## config.mk

```make
export PLATFORM = sky130hd
export DESIGN_NAME = fp_adder_arbiter_flat
export DESIGN_NICKNAME = d
export VERILOG_FILES = /design/src/rtl/fp_adder_arbiter_if.sv /design/src/rtl/fp_adder_arbiter.sv /design/src/flat_wrapper.sv
export SDC_FILE = /design/constraint.sdc
export NUM_CORES = 1
export LEC_CHECK = 0
export BUFFER_PORTS_ARGS = -buffer_cell sky130_fd_sc_hd__buf_2
export CAP_MARGIN = 20
export CORE_AREA = 2 2 159 161
export CTS_CLUSTER_SIZE = 12
export DETAILED_ROUTE_END_ITERATION = 10
export DIE_AREA = 0 0 161 163
export HOLD_SLACK_MARGIN = 0.08
export RECOVER_POWER = 100
export REMOVE_ABC_BUFFERS = 1
export SLEW_MARGIN = 40
export SYNTH_ARGS = -nofsm -noshare
export SYNTH_HDL_FRONTEND = slang
export SYNTH_SLANG_ARGS = --single-unit
```

## constraint.sdc

```tcl
create_clock -name clk_i -period 7.55 [get_ports clk_i]
set_input_delay 0 -clock clk_i [delete_from_list [all_inputs] [get_ports clk_i]]
set_output_delay 0 -clock clk_i [all_outputs]
set_load 0.005 [all_outputs]
```

## src/rtl/fp_adder_arbiter_if.sv

```systemverilog
// Bus between the shared-FP-adder arbiter and its requesters/adder.
// slave is the arbiter's view; master is the environment's view.
interface fp_adder_arbiter_if #(
    parameter int EXP_WIDTH  = 8,
    parameter int FRAC_WIDTH = 23,
    parameter int N_REQ      = 4
);
    localparam int FP_WIDTH = 1 + EXP_WIDTH + FRAC_WIDTH;
    localparam int ID_W     = $clog2(N_REQ);

    logic [N_REQ-1:0]          req_valid_i;
    logic [N_REQ-1:0]          req_ready_o;
    logic [N_REQ*FP_WIDTH-1:0] req_a_i;
    logic [N_REQ*FP_WIDTH-1:0] req_b_i;
    logic [FP_WIDTH-1:0]       add_a_o;
    logic [FP_WIDTH-1:0]       add_b_o;
    logic                      add_valid_o;
    logic [FP_WIDTH-1:0]       add_sum_i;
    logic                      add_valid_i;
    logic [FP_WIDTH-1:0]       res_o;
    logic [N_REQ-1:0]          res_valid_o;
    logic [ID_W-1:0]           res_id_o;
    logic                      drain_i;
    logic                      drain_done_o;
    logic [4:0]                inflight_o;
    logic                      err_o;

    modport slave (
        input  req_valid_i, req_a_i, req_b_i, add_sum_i, add_valid_i, drain_i,
        output req_ready_o, add_a_o, add_b_o, add_valid_o, res_o, res_valid_o,
               res_id_o, drain_done_o, inflight_o, err_o
    );

    modport master (
        output req_valid_i, req_a_i, req_b_i, add_sum_i, add_valid_i, drain_i,
        input  req_ready_o, add_a_o, add_b_o, add_valid_o, res_o, res_valid_o,
               res_id_o, drain_done_o, inflight_o, err_o
    );
endinterface

```

## src/rtl/fp_adder_arbiter.sv

```systemverilog
// Round-robin arbiter sharing one fixed-latency FP adder among N_REQ requesters,
// with an ID tag pipeline that routes each sum back to its owner.
module fp_adder_arbiter #(
    parameter int EXP_WIDTH   = 8,
    parameter int FRAC_WIDTH  = 23,
    parameter int N_REQ       = 4,
    parameter int ADD_LATENCY = 7
) (
    input  logic               clk_i,
    input  logic               rst_ni,
    fp_adder_arbiter_if.slave  bus
);
    localparam int FP_WIDTH = 1 + EXP_WIDTH + FRAC_WIDTH;
    localparam int ID_W     = $clog2(N_REQ);
    localparam logic [N_REQ-1:0] ONE = {{(N_REQ-1){1'b0}}, 1'b1};

    typedef enum logic [1:0] {RUN, DRAIN, IDLE} state_e;

    state_e              state_q;
    logic [ID_W-1:0]     rr_ptr_q, rr_ptr_d;
    logic [4:0]          inflight_q;
    logic                err_q, drain_done_q;
    logic                add_valid_q;
    logic [FP_WIDTH-1:0] add_a_q, add_b_q;
    logic [ID_W-1:0]     add_id_q;
    logic                tag_vld_q [ADD_LATENCY];
    logic [ID_W-1:0]     tag_id_q  [ADD_LATENCY];
    logic [FP_WIDTH-1:0] res_q;
    logic [N_REQ-1:0]    res_valid_q;
    logic [ID_W-1:0]     res_id_q;

    logic [ID_W-1:0]     gnt_id, cand;
    logic                gnt_found, hs, hit, mismatch, res_any;
    int                  idx, nxt;

    // Search upward from rr_ptr with wrap; the first valid requester wins.
    always_comb begin
        gnt_found = 1'b0;
        gnt_id    = '0;
        idx       = 0;
        cand      = '0;
        for (int i = 0; i < N_REQ; i++) begin
            idx  = (int'(rr_ptr_q) + i) % N_REQ;
            cand = idx[ID_W-1:0];
            if (!gnt_found && bus.req_valid_i[cand]) begin
                gnt_found = 1'b1;
                gnt_id    = cand;
            end
        end
        nxt      = int'(gnt_id) + 1;
        rr_ptr_d = (nxt == N_REQ) ? '0 : nxt[ID_W-1:0];
    end

    // No grants while held in reset or once a drain has been requested.
    assign hs       = rst_ni && (state_q == RUN) && !bus.drain_i && gnt_found;
    assign bus.req_ready_o = hs ? (ONE << gnt_id) : '0;

    assign hit      = bus.add_valid_i &  tag_vld_q[ADD_LATENCY-1];
    assign mismatch = bus.add_valid_i ^  tag_vld_q[ADD_LATENCY-1];
    assign res_any  = |res_valid_q;

    always_ff @(posedge clk_i or negedge rst_ni) begin
        if (!rst_ni) begin
            add_valid_q <= 1'b0;
            add_a_q     <= '0;
            add_b_q     <= '0;
            add_id_q    <= '0;
            res_q       <= '0;
            res_valid_q <= '0;
            res_id_q    <= '0;
            for (int i = 0; i < ADD_LATENCY; i++) begin
                tag_vld_q[i] <= 1'b0;
                tag_id_q[i]  <= '0;
            end
        end else begin
            add_valid_q <= hs;
            if (hs) begin
                add_a_q  <= bus.req_a_i[int'(gnt_id)*FP_WIDTH +: FP_WIDTH];
                add_b_q  <= bus.req_b_i[int'(gnt_id)*FP_WIDTH +: FP_WIDTH];
                add_id_q <= gnt_id;
            end
            // Tag entry follows the issue strobe so its tail meets add_valid_i.
            tag_vld_q[0] <= add_valid_q;
            tag_id_q[0]  <= add_id_q;
            for (int i = 1; i < ADD_LATENCY; i++) begin
                tag_vld_q[i] <= tag_vld_q[i-1];
                tag_id_q[i]  <= tag_id_q[i-1];
            end
            res_valid_q <= hit ? (ONE << tag_id_q[ADD_LATENCY-1]) : '0;
            if (hit) begin
                res_q    <= bus.add_sum_i;
                res_id_q <= tag_id_q[ADD_LATENCY-1];
            end
        end
    end

    always_ff @(posedge clk_i or negedge rst_ni) begin
        if (!rst_ni) begin
            state_q      <= RUN;
            rr_ptr_q     <= '0;
            inflight_q   <= '0;
            err_q        <= 1'b0;
            drain_done_q <= 1'b0;
        end else begin
            if (hs) rr_ptr_q <= rr_ptr_d;
            if (mismatch) err_q <= 1'b1;
            unique case ({hs, res_any})
                2'b10:   inflight_q <= inflight_q + 5'd1;
                2'b01:   inflight_q <= inflight_q - 5'd1;
                default: inflight_q <= inflight_q;
            endcase
            unique case (state_q)
                RUN: if (bus.drain_i) state_q <= DRAIN;
                DRAIN: if (inflight_q == 5'd0 && !bus.drain_i) begin
                    state_q      <= IDLE;
                    drain_done_q <= 1'b1;
                end
                IDLE: if (!bus.drain_i) begin
                    state_q      <= RUN;
                    drain_done_q <= 1'b0;
                end
                default: state_q <= RUN;
            endcase
        end
    end

    assign bus.add_a_o      = add_a_q;
    assign bus.add_b_o      = add_b_q;
    assign bus.add_valid_o  = add_valid_q;
    assign bus.res_o        = res_q;
    assign bus.res_valid_o  = res_valid_q;
    assign bus.res_id_o     = res_id_q;
    assign bus.drain_done_o = drain_done_q;
    assign bus.inflight_o   = inflight_q;
    assign bus.err_o        = err_q;
endmodule
```

## src/flat_wrapper.sv

```systemverilog
// flat-port wrapper written by rule: the top's interface ports become plain ports
module fp_adder_arbiter_flat 
#(
    parameter int EXP_WIDTH   = 8,
    parameter int FRAC_WIDTH  = 23,
    parameter int N_REQ       = 4,
    parameter int ADD_LATENCY = 7
)
  (clk_i, rst_ni, bus_req_valid_i, bus_req_a_i, bus_req_b_i, bus_add_sum_i, bus_add_valid_i, bus_drain_i, bus_req_ready_o, bus_add_a_o, bus_add_b_o, bus_add_valid_o, bus_res_o, bus_res_valid_o, bus_res_id_o, bus_drain_done_o, bus_inflight_o, bus_err_o);
  fp_adder_arbiter_if #(.EXP_WIDTH(EXP_WIDTH), .FRAC_WIDTH(FRAC_WIDTH), .N_REQ(N_REQ)) bus_i ();
  input  logic clk_i;
  input  logic rst_ni;
  input wire logic [$bits(bus_i.req_valid_i)-1:0] bus_req_valid_i;
  input wire logic [$bits(bus_i.req_a_i)-1:0] bus_req_a_i;
  input wire logic [$bits(bus_i.req_b_i)-1:0] bus_req_b_i;
  input wire logic [$bits(bus_i.add_sum_i)-1:0] bus_add_sum_i;
  input wire logic [$bits(bus_i.add_valid_i)-1:0] bus_add_valid_i;
  input wire logic [$bits(bus_i.drain_i)-1:0] bus_drain_i;
  output wire logic [$bits(bus_i.req_ready_o)-1:0] bus_req_ready_o;
  output wire logic [$bits(bus_i.add_a_o)-1:0] bus_add_a_o;
  output wire logic [$bits(bus_i.add_b_o)-1:0] bus_add_b_o;
  output wire logic [$bits(bus_i.add_valid_o)-1:0] bus_add_valid_o;
  output wire logic [$bits(bus_i.res_o)-1:0] bus_res_o;
  output wire logic [$bits(bus_i.res_valid_o)-1:0] bus_res_valid_o;
  output wire logic [$bits(bus_i.res_id_o)-1:0] bus_res_id_o;
  output wire logic [$bits(bus_i.drain_done_o)-1:0] bus_drain_done_o;
  output wire logic [$bits(bus_i.inflight_o)-1:0] bus_inflight_o;
  output wire logic [$bits(bus_i.err_o)-1:0] bus_err_o;
  assign bus_i.req_valid_i = bus_req_valid_i;
  assign bus_i.req_a_i = bus_req_a_i;
  assign bus_i.req_b_i = bus_req_b_i;
  assign bus_i.add_sum_i = bus_add_sum_i;
  assign bus_i.add_valid_i = bus_add_valid_i;
  assign bus_i.drain_i = bus_drain_i;
  assign bus_req_ready_o = bus_i.req_ready_o;
  assign bus_add_a_o = bus_i.add_a_o;
  assign bus_add_b_o = bus_i.add_b_o;
  assign bus_add_valid_o = bus_i.add_valid_o;
  assign bus_res_o = bus_i.res_o;
  assign bus_res_valid_o = bus_i.res_valid_o;
  assign bus_res_id_o = bus_i.res_id_o;
  assign bus_drain_done_o = bus_i.drain_done_o;
  assign bus_inflight_o = bus_i.inflight_o;
  assign bus_err_o = bus_i.err_o;
  fp_adder_arbiter #(.EXP_WIDTH(EXP_WIDTH), .FRAC_WIDTH(FRAC_WIDTH), .N_REQ(N_REQ), .ADD_LATENCY(ADD_LATENCY)) u_core (.clk_i(clk_i), .rst_ni(rst_ni), .bus(bus_i));
endmodule
```

==> run_results.csv <==
group,metric,value,unit
global_route,gr-total-overflow,0,
routing,first_pass_iters,4,
status,violations,"max-capacitance violations, max-slew violations",
placed_design,place_congestion,0.778,
routing,drc,0,
clocking,cts_resized,0,
status,status,"finished with violations",
floorplanning,io_pins,410,
routing,vias,6981,
floorplanning,start_util,29.8,%
placed_design,place_hpwl,16900,microns
clocking,hold_buffers,228,
final_layout,fin_util,48.3,%
placed_design,port_buffers,409,
floorplanning,row_count,58,
routing,drt-initial-drc-count,280,
synthesis,syn-instance-count,562,
synthesis,synth-seq-cells,137,
worst_setup_path,path_delay_family,"buffers and inverters",
final_layout,layout-drive-gt1-share,34.6,%
synthesis,synthDominantCellAreaShare,46.7,%
global_route,first_global_vias,7464,
synthesis,synthArstFlopShare,100,%
worst_setup_path,cp.required,7.90,ns
global_route,grt_pass1_wl,38600,microns
timing,rsz0062_at_grt,"no",
floorplanning,dieHeight,163,microns
timing,slew_violations,97,
timing,max_freq,0.226,GHz
synthesis,yosys_warnings,0,
timing,finalWorstSetupSlack,3.12,ns
power,power.leakage,5.97,nW
clocking,htreeDepth,4,
final_layout,syn2layout_area_growth,62.1,%
synthesis,syn_area,0.00735,sq mm
global_route,antenna_found_initial,2,
synthesis,avgSynthCellArea,13.1,sq um
synthesis,synth_area_leader_cell,"dfrtp_1",
clocking,cts_sinks,137,
timing,finalSetupViolations,0,
routing,ant_nets,0,
timing,worst_pin_slew,3.39,ns
run,cap_violations,2,
power,finalPower,3.68,mW
clocking,cts_tree,"done",
timing,hold_viol,0,
power,vdd_drop_max,0.192,mV
clocking,cts_buffers,17,
worst_setup_path,path_buf_inv,7,
synthesis,synthDistinctLibCells,44,
routing,routed_wl,24900,microns
synthesis,synth_fa_ha_area_share,1.53,%
worst_setup_path,end_kind,"flip-flop",
worst_setup_path,cp_common_cell,"dlygate4sd3_1",
timing,slew_headroom,-126,%
synthesis,synth_compound_area_share,15.9,%
clocking,clockBufferDepth,2,
worst_setup_path,crit_slowest_cell,"nor4b_1",
clocking,cts.clk_slew.worst_paths,0.07,ns
worst_setup_path,path_class,"in -> reg",
synthesis,synth_xor_area_share,0.834,%
clocking,cts_setup_buffers,0,
global_route,grt_start_max_net_pins,77,
placed_design,dpl_worst_slack,4.28,ns
timing,timing.final.crit_share,58.7,%
routing,vias_per_cell,4.56,
floorplanning,die_x,161,microns
floorplanning,die_area,0.0262,sq mm
synthesis,ys_seq_area_share,46.7,%
timing,fin_skew,0.0126,ns
synthesis,synthMuxAreaShare,22.6,%
floorplanning,core-area,0.0247,sq mm
timing,fin_hold_ws,0.122,ns
timing,finalCriticalPeriod,4.43,ns
worst_setup_path,path_max_fanout,76,
synthesis,synth_top_family_by_area,"multiplexers",
synthesis,synth_edf_count,0,
clocking,clk_latency,0.41,ns
min_path,hold_class,"in -> reg",
routing,wl_per_cell,16.2,microns
timing,fin_tns_setup,0,ns
worst_setup_path,critPathLaunchType,"primary input",
power,powerDensity,309,mW/mm^2
synthesis,synth-main-ff-cell,"dfrtp_1",
global_route,grt_usage,18.7,%
synthesis,synth_commonest_cells,"dfrtp_1 (137), mux2i_1 (128), nand2_1 (76)",
synthesis,synthSimpleGateAreaFrac,6.49,%
worst_setup_path,max_stage_delay,0.70,ns
worst_setup_path,path_cells,"dlygate4sd3_1, buf_6, nor4b_1, o41ai_4, clkbuf_1, buf_12, inv_1, nand2_4, buf_4, o221ai_1, dlygate4sd3_1",
synthesis,yosysMostFrequentCell,"dfrtp_1",
worst_setup_path,crit_arrival,4.78,ns
synthesis,synth_area_leaders,"dfrtp_1 (47%), mux2i_1 (17%), o221ai_2 (13%)",
clocking,clockRootBuffer,"clkbuf_16",
final_layout,nets,1491,
-- sequential cells by signal (all words and copies together), names as in the netlist, named ones only --
register,flops
u_core.state_q,2
u_core.bus.err_o,1
u_core.bus.add_a_o,32
u_core.bus.res_id_o,2
u_core.tag_id_q,14
u_core.bus.add_valid_o,1
u_core.tag_vld_q,7
u_core.bus.inflight_o,5
u_core.rr_ptr_q,1
u_core.add_id_q,2
u_core.bus.drain_done_o,1
u_core.bus.add_b_o,32
u_core.bus.res_valid_o,4
u_core.bus.res_o,32
-- kinds of logic (layout without fill, tap and decap cells) --
family                   after synthesis  count (layout)
multiplexers                         162             162
flip-flops                           137             137
AND/OR/NAND/NOR                      105             105
AO/OA/AOI/OAI                         91              91
buffers and inverters                 51             688
adder cells (fa/ha/maj)                9               9
XOR/XNOR                               7               7
other                                  0               2
-- final cells by class --
type                    instances  area (sq um)
fillers                      2302         12800
repair buffers                648          4350
multi-input cells             374          3090
well taps                     330           413
clock inverters                14           163
diodes                          2          5.00
flip-flops and latches        137          3430
clock buffers                  18           429
inverters                       8          30.0
-- through the flow --
step / area (sq um) / cells
final: 11900 / 1531
after CTS: 12400 / 1528
after global routing: 11900 / 1530
after floorplan: 6940 / 519
after global placement: 9480 / 1266
after detailed placement: 9520 / 1268
-- power by group --
part / total (mW) / leakage, nW / switching [mW] / internal, mW
clock: 0.848 / 0.282 / 0.352 / 0.496
combinational: 1.58 / 3.97 / 0.659 / 0.919
sequential: 1.25 / 1.71 / 0.206 / 1.05
-- per-layer routing --
layer  track usage (%)  vias up  share of wire (%)
li1                  -     3340                  -
met1              21.5     3351                 40
met2              33.8      257                 51
met3              5.19       33                6.9
met4              5.48        0                2.1
met5                 0        -                  0
-- worst register-to-register path: stages, from the launching register on --
cell and delay (ns):
dfrtp_1 0.41, nor4b_1 0.70, o41ai_4 0.18, clkbuf_1 0.59, buf_12 0.41, inv_1 0.28
nand2_4 0.30, buf_4 0.38, o221ai_1 0.26, dlygate4sd3_1 0.58
-- worst paths after layout --
check / end / slack, ns / startpoint / cells after the start
setup reg to reg: u_core.bus.add_b_o[17] / 3.41 / u_core.state_q[1] / 9
min in group asynchronous: u_core.bus.res_o[28] / 0.17 / rst_ni / 2
hold reg to reg: u_core.tag_id_q[4] / 0.34 / u_core.tag_id_q[6] / 0
setup / recovery: u_core.bus.add_b_o[17] / 3.12 / rst_ni / 11
hold / removal: flip-flop / 0.12 / bus_req_valid_i[2] / 4
max in group asynchronous: u_core.bus.add_a_o[25] / 3.71 / rst_ni / 3
-- placed cells by master (no fill, tap or decap), drive strengths merged, types with 3 or more instances in the layout --
master,n
nor2,7
dfrtp,137
xor2,6
nand3b,4
buf,340
mux2,34
and2,4
clkbuf,98
ha,9
a31oi,3
o21ai,10
clkinvlp,3
inv,14
nand2,77
o221ai,64
a21oi,4
dlygate4sd3,228
clkinv,3
mux2i,128
Note: power is estimated with default switching activity, not from simulation.
